### src/rtl/issue_sched_if.sv
// Issue-scheduler port bundle: reservation-station requests in, per-FU grants and FU
// availability out.
interface issue_sched_if #(
    parameter int unsigned NUM_REQ = 8,
    parameter int unsigned IDXW    = 3
);
    logic [NUM_REQ-1:0]   req_valid;
    logic [2*NUM_REQ-1:0] req_fu;
    logic                 mem_done;
    logic                 flush;
    logic [2:0]           grant_valid;
    logic [3*IDXW-1:0]    grant_idx;
    logic [2:0]           fu_free;

    modport master (
        output req_valid, req_fu, mem_done, flush,
        input  grant_valid, grant_idx, fu_free
    );

    modport slave (
        input  req_valid, req_fu, mem_done, flush,
        output grant_valid, grant_idx, fu_free
    );
endinterface

### src/rtl/issue_sched.sv
// Per-FU issue scheduler (ALU0, ALU1, MEM) with registered grants and an FU occupancy table.
// Define ISSUE_FIXED_PRIO_EN for lowest-index-wins arbitration instead of round-robin.
module issue_sched #(
    parameter int unsigned NUM_REQ = 8,
    parameter int unsigned IDXW    = 3,
    parameter int unsigned ALU_LAT = 1
) (
    input logic         clk,
    input logic         rst,
    issue_sched_if.slave bus_io
);
    localparam int unsigned NumFu = 3;
    typedef logic [IDXW-1:0] idx_t;

    logic [NumFu-1:0]            grant_valid_q, grant_valid_d;
    logic [NumFu-1:0][IDXW-1:0]  grant_idx_q, grant_idx_d;
    logic [1:0][3:0]             alu_cnt_q, alu_cnt_d;
    logic                        mem_busy_q, mem_busy_d;
    logic [NumFu-1:0]            fu_free_q, fu_free_d;
    logic [NUM_REQ-1:0]          mask;
    logic [NumFu-1:0]            fu_ready;
    logic [NumFu-1:0][NUM_REQ-1:0] cand;
`ifndef ISSUE_FIXED_PRIO_EN
    logic [NumFu-1:0][IDXW-1:0]  rr_q, rr_d;
`endif

    // Entries granted last edge are still present in the station for one more cycle.
    always_comb begin
        mask = '0;
        for (int f = 0; f < NumFu; f++) begin
            if (grant_valid_q[f]) mask[grant_idx_q[f]] = 1'b1;
        end
    end

    // An ALU whose counter reaches zero on this edge may be re-granted on the same edge.
    assign fu_ready = {~mem_busy_q, (alu_cnt_q[1] < 4'd2), (alu_cnt_q[0] < 4'd2)};

    always_comb begin
        cand = '0;
        for (int f = 0; f < NumFu; f++) begin
            for (int i = 0; i < NUM_REQ; i++) begin
                cand[f][i] = bus_io.req_valid[i] && (bus_io.req_fu[2*i +: 2] == 2'(f)) &&
                             !mask[i] && fu_ready[f] && !bus_io.flush;
            end
        end
    end

    always_comb begin
        int unsigned j;
        j             = 0;
        grant_valid_d = '0;
        grant_idx_d   = grant_idx_q;
        for (int f = 0; f < NumFu; f++) begin
            for (int k = 0; k < NUM_REQ; k++) begin
`ifdef ISSUE_FIXED_PRIO_EN
                j = k;
`else
                j = (int'(rr_q[f]) + k) % NUM_REQ;
`endif
                if (!grant_valid_d[f] && cand[f][j]) begin
                    grant_valid_d[f] = 1'b1;
                    grant_idx_d[f]   = idx_t'(j);
                end
            end
        end
    end

`ifndef ISSUE_FIXED_PRIO_EN
    always_comb begin
        rr_d = rr_q;
        for (int f = 0; f < NumFu; f++) begin
            if (grant_valid_d[f]) begin
                rr_d[f] = (grant_idx_d[f] == idx_t'(NUM_REQ - 1)) ? '0 : grant_idx_d[f] + 1'b1;
            end
        end
    end
`endif

    always_comb begin
        for (int a = 0; a < 2; a++) begin
            if (bus_io.flush)          alu_cnt_d[a] = 4'd0;
            else if (grant_valid_d[a]) alu_cnt_d[a] = 4'(ALU_LAT);
            else if (alu_cnt_q[a] != 4'd0) alu_cnt_d[a] = alu_cnt_q[a] - 4'd1;
            else                       alu_cnt_d[a] = alu_cnt_q[a];
        end
        // Flush leaves MEM busy: the memory op is still in flight.
        if (grant_valid_d[2])     mem_busy_d = 1'b1;
        else if (bus_io.mem_done) mem_busy_d = 1'b0;
        else                      mem_busy_d = mem_busy_q;
        fu_free_d = {~mem_busy_d, (alu_cnt_d[1] == 4'd0), (alu_cnt_d[0] == 4'd0)};
    end

    always_ff @(posedge clk or posedge rst) begin
        if (rst) begin
            grant_valid_q <= '0;
            grant_idx_q   <= '0;
            alu_cnt_q     <= '0;
            mem_busy_q    <= 1'b0;
            fu_free_q     <= '1;
`ifndef ISSUE_FIXED_PRIO_EN
            rr_q          <= '0;
`endif
        end else begin
            grant_valid_q <= grant_valid_d;
            grant_idx_q   <= grant_idx_d;
            alu_cnt_q     <= alu_cnt_d;
            mem_busy_q    <= mem_busy_d;
            fu_free_q     <= fu_free_d;
`ifndef ISSUE_FIXED_PRIO_EN
            rr_q          <= rr_d;
`endif
        end
    end

    assign bus_io.grant_valid = grant_valid_q;
    assign bus_io.grant_idx   = grant_idx_q;
    assign bus_io.fu_free     = fu_free_q;
endmodule

### src/flat_wrapper.sv
// flat-port wrapper written by rule: the top's interface ports become plain ports
module issue_sched_flat 
#(
    parameter int unsigned NUM_REQ = 8,
    parameter int unsigned IDXW    = 3,
    parameter int unsigned ALU_LAT = 1
)
  (clk, rst, bus_io_req_valid, bus_io_req_fu, bus_io_mem_done, bus_io_flush, bus_io_grant_valid, bus_io_grant_idx, bus_io_fu_free);
  issue_sched_if #(.NUM_REQ(NUM_REQ), .IDXW(IDXW)) bus_io_i ();
  input logic clk;
  input logic rst;
  input wire logic [$bits(bus_io_i.req_valid)-1:0] bus_io_req_valid;
  input wire logic [$bits(bus_io_i.req_fu)-1:0] bus_io_req_fu;
  input wire logic [$bits(bus_io_i.mem_done)-1:0] bus_io_mem_done;
  input wire logic [$bits(bus_io_i.flush)-1:0] bus_io_flush;
  output wire logic [$bits(bus_io_i.grant_valid)-1:0] bus_io_grant_valid;
  output wire logic [$bits(bus_io_i.grant_idx)-1:0] bus_io_grant_idx;
  output wire logic [$bits(bus_io_i.fu_free)-1:0] bus_io_fu_free;
  assign bus_io_i.req_valid = bus_io_req_valid;
  assign bus_io_i.req_fu = bus_io_req_fu;
  assign bus_io_i.mem_done = bus_io_mem_done;
  assign bus_io_i.flush = bus_io_flush;
  assign bus_io_grant_valid = bus_io_i.grant_valid;
  assign bus_io_grant_idx = bus_io_i.grant_idx;
  assign bus_io_fu_free = bus_io_i.fu_free;
  issue_sched #(.NUM_REQ(NUM_REQ), .IDXW(IDXW), .ALU_LAT(ALU_LAT)) u_core (.clk(clk), .rst(rst), .bus_io(bus_io_i));
endmodule
### config.mk
export PLATFORM = sky130hd
export DESIGN_NAME = issue_sched_flat
export DESIGN_NICKNAME = d
export VERILOG_FILES = /design/src/rtl/issue_sched_if.sv /design/src/rtl/issue_sched.sv /design/src/flat_wrapper.sv
export SDC_FILE = /design/constraint.sdc
export NUM_CORES = 1
export LEC_CHECK = 0
export ABC_AREA = 1
export CAP_MARGIN = 5
export CORE_ASPECT_RATIO = 1.4
export CORE_MARGIN = 2
export CORE_UTILIZATION = 30
export CTS_CLUSTER_DIAMETER = 40
export DETAILED_ROUTE_END_ITERATION = 16
export HOLD_SLACK_MARGIN = 0.08
export RECOVER_POWER = 25
export SLEW_MARGIN = 40
export SYNTH_ARGS = -nofsm -noshare
export SYNTH_HDL_FRONTEND = slang
export SYNTH_SLANG_ARGS = --single-unit
### constraint.sdc
create_clock -name clk -period 4.3 [get_ports clk]
set_clock_uncertainty 0.1 [all_clocks]
set_input_delay 0.86 -clock clk [delete_from_list [all_inputs] [get_ports clk]]
set_output_delay 0.86 -clock clk [all_outputs]
set_load 0.01 [all_outputs]
==> key figures, run 1 <==
Die
  – Placeable core area: 15000 um^2
  – Die W: 108 um
  – Rows: 53
  – Starting utilization of the core area: 30.5%
  – Die Footprint: 16200 um^2
  – I/O pin total: 43
  – Die height: 150 um

Timing
  – Final min period: 3790 ps
  – FMAX: 264 MHz
  – Setup slack after layout: 508 ps
  – Fin Setup TNS: 0 ps
  – RSZ-0062 raised after global routing: false
  – Max-slew violations: 34
  – Fin. Hold Viols: 0
  – Setup-violating endpoint count in the final report: 0
  – Final worst path period share: 88.2%
  – Max-slew headroom: -32.5%
  – Least-Margin Pin Slew: 1990 ps

Clock network
  – Level count of the clock H-tree: 2
  – Total setup buffers inserted after CTS: 0
  – Clock latency on the worst-skew pair: 290 ps
  – TritonCTS clock tree: built
  – Sinks on the clock net: 33
  – Hold_buf cts: 0
  – Clock root buffer master: sky130_fd_sc_hd__clkbuf_16
  – Max Buffers Root-to-Sink: 2
  – Resized Gates After CTS: 0
  – Clock transition at the register clock pins on the worst setup and hold paths after CTS: 60 ps
  – CTS Buf Count: 5

Finish
  – Final Net Count: 909
  – Area added between synthesis and finish: 18.6%
  – Final antenna diode count: 0
  – Utilization after layout: 36.2%
  – Fraction of final layout cells sized beyond drive strength 1: 9.93%

Place
  – Dpl ws: 193 ps
  – GPL Wtd Cong: 0.946
  – Number of I/O port buffers: 42
  – Detail Placement HPWL: 12200 um

Outcome
  – Violated checks: max-capacitance violations, max-slew violations
  – Run status: complete, but fails checks

Critical path
  – Arrival time of the worst setup path: 3870 ps
  – Worst R2R Path Depth: 23
  – Crit Path Category: in2reg
  – Crit Reg-Reg Endpoint: u_core.rr_q[6]
  – Critical register-to-register path startpoint: u_core.rr_q[6]
  – Kind of end point of the critical path: flip-flop
  – Crit Path Max Fanout: 11
  – Element type at the critical path start: input port
  – Required time at the endpoint of the critical path: 4380 ps
  – Critical Path Start: bus_io_flush
  – Slack of the worst reg-to-reg path: 680 ps

Synth
  – Share of synthesized area occupied by flip-flops and latches: 18.2%
  – Syn Inst Count: 818
  – Leading cell types by count after synthesis: sky130_fd_sc_hd__nand2_1 (296), sky130_fd_sc_hd__nand3_1 (129), sky130_fd_sc_hd__inv_1 (91)
  – XOR/XNOR share of the synthesized area: 2.11%
  – Share of synthesized area spent on multiplexers: 0%
  – Synthesized netlist net count: 862
  – Post-synthesis share of cell area spent on and, or, nand and nor gates: 58.4%
  – Synth Warn #: 0
  – Combinational family with the most area after synthesis: simple AND/OR/NAND/NOR gates
  – Dominant cells by area after synthesis: sky130_fd_sc_hd__nand2_1 (24%), sky130_fd_sc_hd__dfrtp_1 (16%), sky130_fd_sc_hd__nand3_1 (14%)
  – Adder and majority gate portion of the synthesized area: 4.38%
  – Number of enable flip-flop cells after synthesis: 0
  – Fraction of post-synthesis cell area in the top cell type by area: 24.3%
  – Prevailing post-synth register cell: sky130_fd_sc_hd__dfrtp_1
  – Post-synthesis compound-gate area fraction: 6.41%
  – Async S/R FF share, synth: 100%
  – Count of cell types in the netlist: 38
  – Most frequent cell after synthesis: sky130_fd_sc_hd__nand2_1
  – Cell taking the most area after synthesis: sky130_fd_sc_hd__nand2_1
  – Syn Area/Cell: 5.58 um^2
  – Synthesis-stage register bit count: 33
  – Cell area after synthesis: 4570 um^2

Min path
  – Endpoint of the worst hold path: u_core.alu_cnt_q[6]
  – Hold Crit Class: reg2reg
  – Cell count of the worst hold path: 2
  – Hold path startpoint: u_core.alu_cnt_q[6]

Drt
  – Via count: 5183
  – DR iter-0 viols: 322
  – Detailed-route DRC error count: 0
  – Detailed-router iteration count before antenna repair: 5
  – Detailed Route WL: 14700 um
  – Number of antenna-violating nets in the routed design: 0
  – Detailed-route vias per instance: 4.90
  – Drt wl/cell: 13.8 um

GRT
  – GRT Total Usage: 18.6%
  – Antenna violations before repair: 0
  – Wire length of the first global-routing pass: 23800 um
  – Number of global-route vias before repair: 4951
  – Pin count of the biggest net entering global routing: 34
  – Final global-route overflow total: 0

Flow run
  – Max-capacitance violation count: 1
worst max-delay path by stage:
stage / to / slack, ps / cells past startpoint
floorplan: u_core.rr_q[8] / 1070 / 23
global placement: u_core.rr_q[5] / 180 / 24
detailed placement: u_core.rr_q[0] / 190 / 25
CTS: u_core.rr_q[0] / 480 / 25
global route: u_core.rr_q[5] / 130 / 22
finish: u_core.rr_q[0] / 510 / 25
layout make-up:
cell class                      instances  area [um^2]
Inverter                              111          417
Fill cell                            1731         9570
Clock inverter                          2         37.5
Tap cell                              192          240
Clock buffer                            6          139
Timing Repair Buffer                   53          499
Multi-Input combinational cell        661         3260
Sequential cell                        33          830
worst max-delay path, stage by stage:
cell,delay (ps)
sky130_fd_sc_hd__clkdlybuf4s50_1,470
sky130_fd_sc_hd__buf_4,200
sky130_fd_sc_hd__nor2_1,80
sky130_fd_sc_hd__nand2_1,110
sky130_fd_sc_hd__nor2_1,50
sky130_fd_sc_hd__nand4_1,120
sky130_fd_sc_hd__nand2_1,100
sky130_fd_sc_hd__nand3_1,100
sky130_fd_sc_hd__nand2_1,80
sky130_fd_sc_hd__nand2_2,110
sky130_fd_sc_hd__nand2_4,90
sky130_fd_sc_hd__nor2_8,130
sky130_fd_sc_hd__nand4_4,110
sky130_fd_sc_hd__nor3_4,240
sky130_fd_sc_hd__nand2_2,130
sky130_fd_sc_hd__o21ai_1,100
sky130_fd_sc_hd__inv_1,60
sky130_fd_sc_hd__a21oi_2,150
sky130_fd_sc_hd__ha_1,170
sky130_fd_sc_hd__ha_1,140
sky130_fd_sc_hd__inv_1,40
sky130_fd_sc_hd__nand2_1,50
sky130_fd_sc_hd__inv_1,40
sky130_fd_sc_hd__nand3_1,80
sky130_fd_sc_hd__nand2_1,50
sequential cells by signal, indices dropped and copies added (netlist names):
signal	count
u_core.alu_cnt_q	8
u_core.bus_io.fu_free	3
u_core.bus_io.grant_idx	9
u_core.bus_io.grant_valid	3
u_core.mem_busy_q	1
u_core.rr_q	9
per-stage QoR:
step / area (um^2) / cells / hold WS, ps
3_3_place_gp: 5250 / 1050 / 521
4_1_cts: 5420 / 1058 / 535
6_report: 5420 / 1058 / 531
3_5_place_dp: 5250 / 1050 / 525
5_1_grt: 5420 / 1058 / 568
2_1_floorplan: 4570 / 818 / 484
layer usage:
| layer | vias to the layer above | track usage (%) | wire [um] |
|---|---|---|---|
| li1 | 2720 | - | - |
| met2 | 107 | 34.2 | 7490 |
| met1 | 2318 | 21.2 | 5990 |
| met3 | 38 | 1.44 | 486 |
| met5 | - | 0 | 0 |
| met4 | 0 | 9.74 | 684 |
layout by cell type, fill, tap and decap left out, types with 11 or more instances in the layout:
master,Yosys,final
sky130_fd_sc_hd__clkdlybuf4s50_1,0,41
sky130_fd_sc_hd__dfrtp_1,30,30
sky130_fd_sc_hd__ha_1,16,16
sky130_fd_sc_hd__inv_1,91,91
sky130_fd_sc_hd__inv_2,16,16
sky130_fd_sc_hd__nand2_1,296,296
sky130_fd_sc_hd__nand2_2,12,12
sky130_fd_sc_hd__nand3_1,129,129
sky130_fd_sc_hd__nand4_1,17,17
sky130_fd_sc_hd__nor2_1,67,67
sky130_fd_sc_hd__nor2_2,11,11
sky130_fd_sc_hd__nor3_1,22,22
sky130_fd_sc_hd__o21ai_0,24,24
cell families (layout without fill, tap and decap cells):
logic type / count (synthesis) / in the layout
fa+ha+maj: 16 / 16
flops: 33 / 33
simple gates: 582 / 582
compound gates: 52 / 52
buf+inv: 124 / 172
xor+xnor: 11 / 11
Power of run 1 is not shown: default switching activity piles up to over one toggle a cycle in this logic, so the estimate is an artifact.
==> inputs of run 2 (changes only) <==
CORE_MARGIN = 10   (was 2)
CTS_BUF_LIST = sky130_fd_sc_hd__clkbuf_8   (was unset)
==> key figures, run 2 (same netlist as run 1, synthesis figures left out) <==
Timing
  – RSZ-0062 raised after global routing: false (unchanged)
  – Max-slew headroom: -29.6% (was -32.5%)
  – FMAX: 261 MHz (was 264 MHz)
  – Setup slack after layout: 465 ps (was 508 ps)
  – Fin Setup TNS: 0 ps (unchanged)
  – Setup-violating endpoint count in the final report: 0 (unchanged)
  – Least-Margin Pin Slew: 1940 ps (was 1990 ps)
  – Final worst path period share: 89.2% (was 88.2%)
  – Fin. Hold Viols: 0 (unchanged)
  – Final min period: 3830 ps (was 3790 ps)
  – Max-slew violations: 34 (unchanged)

Clock network
  – Level count of the clock H-tree: 2 (unchanged)
  – TritonCTS clock tree: built (unchanged)
  – Sinks on the clock net: 33 (unchanged)
  – Max Buffers Root-to-Sink: 2 (unchanged)
  – Total setup buffers inserted after CTS: 0 (unchanged)
  – Clock latency on the worst-skew pair: 300 ps (was 290 ps)
  – Clock transition at the register clock pins on the worst setup and hold paths after CTS: 70 ps (was 60 ps)
  – CTS Buf Count: 5 (unchanged)
  – Clock root buffer master: sky130_fd_sc_hd__clkbuf_8 (was sky130_fd_sc_hd__clkbuf_16)
  – Resized Gates After CTS: 0 (unchanged)
  – Hold_buf cts: 0 (unchanged)

GRT
  – Antenna violations before repair: 0 (unchanged)
  – Final global-route overflow total: 0 (unchanged)
  – GRT Total Usage: 14.2% (was 18.6%)
  – Wire length of the first global-routing pass: 24800 um (was 23800 um)
  – Number of global-route vias before repair: 5073 (was 4951)
  – Pin count of the biggest net entering global routing: 34 (unchanged)

Die
  – Rows: 53 (unchanged)
  – Starting utilization of the core area: 30.5% (unchanged)
  – Die Footprint: 20600 um^2 (was 16200 um^2)
  – Placeable core area: 15000 um^2 (unchanged)
  – I/O pin total: 43 (unchanged)
  – Die height: 166 um (was 150 um)
  – Die W: 124 um (was 108 um)

Place
  – Number of I/O port buffers: 42 (unchanged)
  – Dpl ws: 185 ps (was 193 ps)
  – GPL Wtd Cong: 0.957 (was 0.946)
  – Detail Placement HPWL: 12500 um (was 12200 um)

Finish
  – Area added between synthesis and finish: 17.6% (was 18.6%)
  – Commonest cells after routing, fill and taps aside: sky130_fd_sc_hd__nand2_1 (296), sky130_fd_sc_hd__nand3_1 (129), sky130_fd_sc_hd__inv_1 (91) (unchanged)
  – Fraction of final layout cells sized beyond drive strength 1: 10.0% (was 9.93%)
  – Final antenna diode count: 0 (unchanged)
  – Final Net Count: 910 (was 909)
  – Leading cell type in the layout, fill and taps excluded: sky130_fd_sc_hd__nand2_1 (unchanged)

Drt
  – Detailed-router iteration count before antenna repair: 5 (unchanged)
  – Detailed-route DRC error count: 0 (unchanged)
  – Number of antenna-violating nets in the routed design: 0 (unchanged)
  – Detailed-route vias per instance: 4.93 (was 4.90)
  – Detailed Route WL: 14900 um (was 14700 um)
  – Drt wl/cell: 14.1 um (was 13.8 um)
  – DR iter-0 viols: 272 (was 322)
  – Via count: 5225 (was 5183)

Outcome
  – Violated checks: max-capacitance violations, max-slew violations (unchanged)
  – Run status: complete, but fails checks (unchanged)

Critical path
  – CP max stage cell: sky130_fd_sc_hd__nor3_1 (was sky130_fd_sc_hd__clkdlybuf4s50_1)
  – Arrival time of the worst setup path: 3970 ps (was 3870 ps)
  – Crit Path Max Fanout: 11 (unchanged)
  – Crit Path Category: in2reg (unchanged)
  – Kind of end point of the critical path: flip-flop (unchanged)
  – Required time at the endpoint of the critical path: 4440 ps (was 4380 ps)
  – Element type at the critical path start: input port (unchanged)
  – Cell seen most often among critical-path stages: sky130_fd_sc_hd__nand2_1 (unchanged)
  – Maximum single-stage delay on the critical path: 480 ps (was 470 ps)

Flow run
  – Max-capacitance violation count: 1 (unchanged)

Min path
  – Hold Crit Class: reg2reg (unchanged)
## run 2: cell types whose count changed in the layout (fill, tap and decap cells not counted)
cell,before,now
sky130_fd_sc_hd__buf_4,10,11
sky130_fd_sc_hd__clkbuf_16,5,0
sky130_fd_sc_hd__clkbuf_8,1,6
## run 2: worst paths after layout
check | startpoint | endpoint | slack (ps) | cells past startpoint
setup / recovery | bus_io_flush | u_core.rr_q[6] | 470 | 25
hold / removal | u_core.alu_cnt_q[6] | u_core.alu_cnt_q[6] | 530 | 2
setup reg to reg | u_core.rr_q[6] | u_core.rr_q[6] | 630 | 23
hold reg to reg | u_core.alu_cnt_q[6] | u_core.alu_cnt_q[6] | 530 | 2
max in group asynchronous | rst | u_core.rr_q[8] | 1390 | 3
min in group asynchronous | rst | u_core.rr_q[1] | 1590 | 3
## run 2: worst max-delay path, delay by kind of cell
kind            cells  cell delay (ps)
buf+inv             6              860
compound gates      1              100
fa+ha+maj           2              360
simple gates       16             1770
## run 2: layout make-up
class | instances | area (um^2)
inverter | 111 | 417
tap | 192 | 240
sequential | 33 | 830
timing repair buffer | 54 | 507
clock inverter | 2 | 37.5
fill | 1749 | 9620
multi-input combinational | 661 | 3260
clock buffer | 6 | 82.6
## run 2: per-stage QoR
stage / hold WS, ps / utilization, % / cells / cell area [um^2]
floorplan: 484 / - / 818 / 4570
global placement: 517 / 35.1 / 1051 / 5250
detailed placement: 519 / 35.1 / 1051 / 5250
CTS: 530 / 35.9 / 1059 / 5370
global route: 579 / 35.8 / 1059 / 5370
finish: 527 / 35.8 / 1059 / 5370
## run 2: per-layer routing
metal / vias to the layer above / share of wire (%) / GRT usage [%]
met5: - / 0 / 0
met4: 0 / 4.0 / 6.55
met3: 36 / 3.7 / 1.66
met2: 127 / 52 / 26.3
met1: 2343 / 40 / 15.5
li1: 2719 / - / -
Power of run 2 is left out for the same reason.
==> inputs of run 3 (changes only) <==
SETUP_SLACK_MARGIN = 0.5   (was unset)
==> key figures, run 3 (same netlist as run 1, synthesis figures left out) <==
Min path
  – Hold path startpoint: u_core.alu_cnt_q[6] (unchanged)
  – Cell count of the worst hold path: 2 (unchanged)
  – Endpoint of the worst hold path: u_core.alu_cnt_q[6] (unchanged)
  – Hold Crit Class: reg2reg (unchanged)

Die
  – Rows: 53 (unchanged)
  – I/O pin total: 43 (unchanged)
  – Die Footprint: 20600 um^2 (unchanged)
  – Starting utilization of the core area: 30.5% (unchanged)
  – Die height: 166 um (unchanged)
  – Placeable core area: 15000 um^2 (unchanged)
  – Die W: 124 um (unchanged)

Critical path
  – Kind of end point of the critical path: flip-flop (unchanged)
  – Combined buffer and inverter count along the critical path: 6 (unchanged)
  – Slack of the worst reg-to-reg path: 760 ps (was 630 ps)
  – Element type at the critical path start: input port (unchanged)
  – Critical register-to-register path startpoint: u_core.rr_q[6] (unchanged)
  – Maximum single-stage delay on the critical path: 520 ps (was 480 ps)
  – Crit Path Max Fanout: 5 (was 11)
  – Crit-path leading delay family: simple AND/OR/NAND/NOR gates (unchanged)
  – Crit Path Category: in2reg (unchanged)
  – Crit Reg-Reg Endpoint: u_core.rr_q[6] (unchanged)
  – Required time at the endpoint of the critical path: 4430 ps (was 4440 ps)
  – Arrival time of the worst setup path: 3750 ps (was 3970 ps)
  – CP max stage cell: sky130_fd_sc_hd__clkdlybuf4s50_1 (was sky130_fd_sc_hd__nor3_1)
  – Cell seen most often among critical-path stages: sky130_fd_sc_hd__nand2_1 (unchanged)
  – Worst R2R Path Depth: 23 (unchanged)

Clock network
  – Sinks on the clock net: 33 (unchanged)
  – TritonCTS clock tree: built (unchanged)
  – Level count of the clock H-tree: 2 (unchanged)
  – CTS Buf Count: 5 (unchanged)
  – Clock transition at the register clock pins on the worst setup and hold paths after CTS: 70 ps (about the same)
  – Clock root buffer master: sky130_fd_sc_hd__clkbuf_8 (unchanged)
  – Hold_buf cts: 0 (unchanged)
  – Max Buffers Root-to-Sink: 2 (unchanged)
  – Clock latency on the worst-skew pair: 300 ps (about the same)

Place
  – GPL Wtd Cong: 0.957 (unchanged)
  – Number of I/O port buffers: 42 (unchanged)
  – Detail Placement HPWL: 12500 um (unchanged)

Drt
  – Via count: 5278 (was 5225)
  – Detailed-route DRC error count: 0 (unchanged)
  – Number of antenna-violating nets in the routed design: 0 (unchanged)
  – Drt wl/cell: 14.3 um (was 14.1 um)
  – Detailed Route WL: 15200 um (was 14900 um)
  – Detailed-router iteration count before antenna repair: 6 (was 5)
  – Detailed-route vias per instance: 4.94 (was 4.93)
  – DR iter-0 viols: 306 (was 272)

Timing
  – Setup-violating endpoint count in the final report: 0 (unchanged)
  – Max-slew headroom: -27.3% (was -29.6%)
  – Max-slew violations: 34 (unchanged)
  – Fin Setup TNS: 0 ps (unchanged)
  – Final worst path period share: 84.1% (was 89.2%)
  – Final min period: 3610 ps (was 3830 ps)
  – FMAX: 277 MHz (was 261 MHz)
  – RSZ-0062 raised after global routing: false (unchanged)
  – Least-Margin Pin Slew: 1910 ps (was 1940 ps)
  – Fin. Hold Viols: 0 (unchanged)

Outcome
  – Run status: complete, but fails checks (unchanged)
  – Violated checks: max-capacitance violations, max-slew violations (unchanged)

GRT
  – Final global-route overflow total: 0 (unchanged)
  – Number of global-route vias before repair: 5073 (unchanged)
  – Antenna violations before repair: 0 (unchanged)
  – GRT Total Usage: 14.2% (unchanged)
  – Pin count of the biggest net entering global routing: 34 (unchanged)
  – Wire length of the first global-routing pass: 24800 um (unchanged)

Finish
  – Leading cell type in the layout, fill and taps excluded: sky130_fd_sc_hd__nand2_1 (unchanged)
  – Final Net Count: 919 (was 910)
  – Fraction of final layout cells sized beyond drive strength 1: 15.8% (was 10.0%)
  – Commonest cells after routing, fill and taps aside: sky130_fd_sc_hd__nand2_1 (281), sky130_fd_sc_hd__nand3_1 (119), sky130_fd_sc_hd__inv_1 (90) (was sky130_fd_sc_hd__nand2_1 (296), sky130_fd_sc_hd__nand3_1 (129), sky130_fd_sc_hd__inv_1 (91))
  – Final antenna diode count: 0 (unchanged)
  – Area added between synthesis and finish: 23.1% (was 17.6%)

Flow run
  – Max-capacitance violation count: 1 (unchanged)
-- run 3: cell count changes in the layout (fill, tap and decap cells not counted), moves of 4 or more --
| cell | delta |
|---|---|
| sky130_fd_sc_hd__nand2_1 | -15 |
| sky130_fd_sc_hd__nor3_2 | +4 |
| sky130_fd_sc_hd__clkdlybuf4s50_1 | -10 |
| sky130_fd_sc_hd__nor2_1 | -8 |
| sky130_fd_sc_hd__nor3_1 | -4 |
| sky130_fd_sc_hd__nand2_2 | +13 |
| sky130_fd_sc_hd__nand3_2 | +9 |
| sky130_fd_sc_hd__buf_4 | +8 |
| sky130_fd_sc_hd__dlymetal6s2s_1 | +10 |
| sky130_fd_sc_hd__nand3_1 | -10 |
| sky130_fd_sc_hd__nor2_2 | +7 |
-- run 3: tightest hold or removal path: cells and delay by family (launching register included) --
kind,cells,cell delay (ps)
XOR/XNOR,1,150
AND/OR/NAND/NOR,1,60
flip-flops,1,380
-- run 3: how the worst max path moves through the flow --
stage          slack [ps]              to  cells past startpoint         startpoint
2_1_floorplan        1070  u_core.rr_q[8]                     23       bus_io_flush
3_3_place_gp          210  u_core.rr_q[5]                     24       bus_io_flush
3_5_place_dp          180  u_core.rr_q[0]                     25       bus_io_flush
4_1_cts               500  u_core.rr_q[0]                     25       bus_io_flush
5_1_grt               450  u_core.rr_q[7]                     25  bus_io_req_fu[10]
6_report              690  u_core.rr_q[6]                     25  bus_io_req_fu[10]
-- run 3: timing repair --
action / in CTS / in global routing
gates resized for setup: 1 / 59
setup buffers: 0 / 9
setup endpoints to repair: 1 / 9
gates cloned: 0 / 0
pin swaps: 0 / 23
-- run 3: cell type report --
cell class / count / area, um^2
inverter: 111 / 417
tap: 192 / 240
timing repair buffer: 63 / 603
clock inverter: 2 / 37.5
multi-input combinational: 661 / 3410
clock buffer: 6 / 82.6
sequential: 33 / 833
fill: 1730 / 9360
-- run 3: stage by stage --
step | setup slack [ps] | utilization (%) | hold WS (ps) | area (um^2) | cells
finish | 685 | 37.5 | 527 | 5620 | 1068
global route | 454 | 37.5 | 579 | 5620 | 1068
CTS | 500 | 35.9 | 530 | 5380 | 1059
detailed placement | 185 | 35.1 | 519 | 5250 | 1051
global placement | 207 | 35.1 | 517 | 5250 | 1051
floorplan | 1070 | - | 484 | 4570 | 818
-- run 3: metal layers --
metal / GRT usage (%) / up-vias / wire [um]
li1: - / 2742 / -
met1: 15.5 / 2389 / 6110
met2: 26.3 / 118 / 8100
met3: 1.66 / 29 / 528
met4: 6.55 / 0 / 481
met5: 0 / - / 0
Power of run 3 is left out for the same reason.
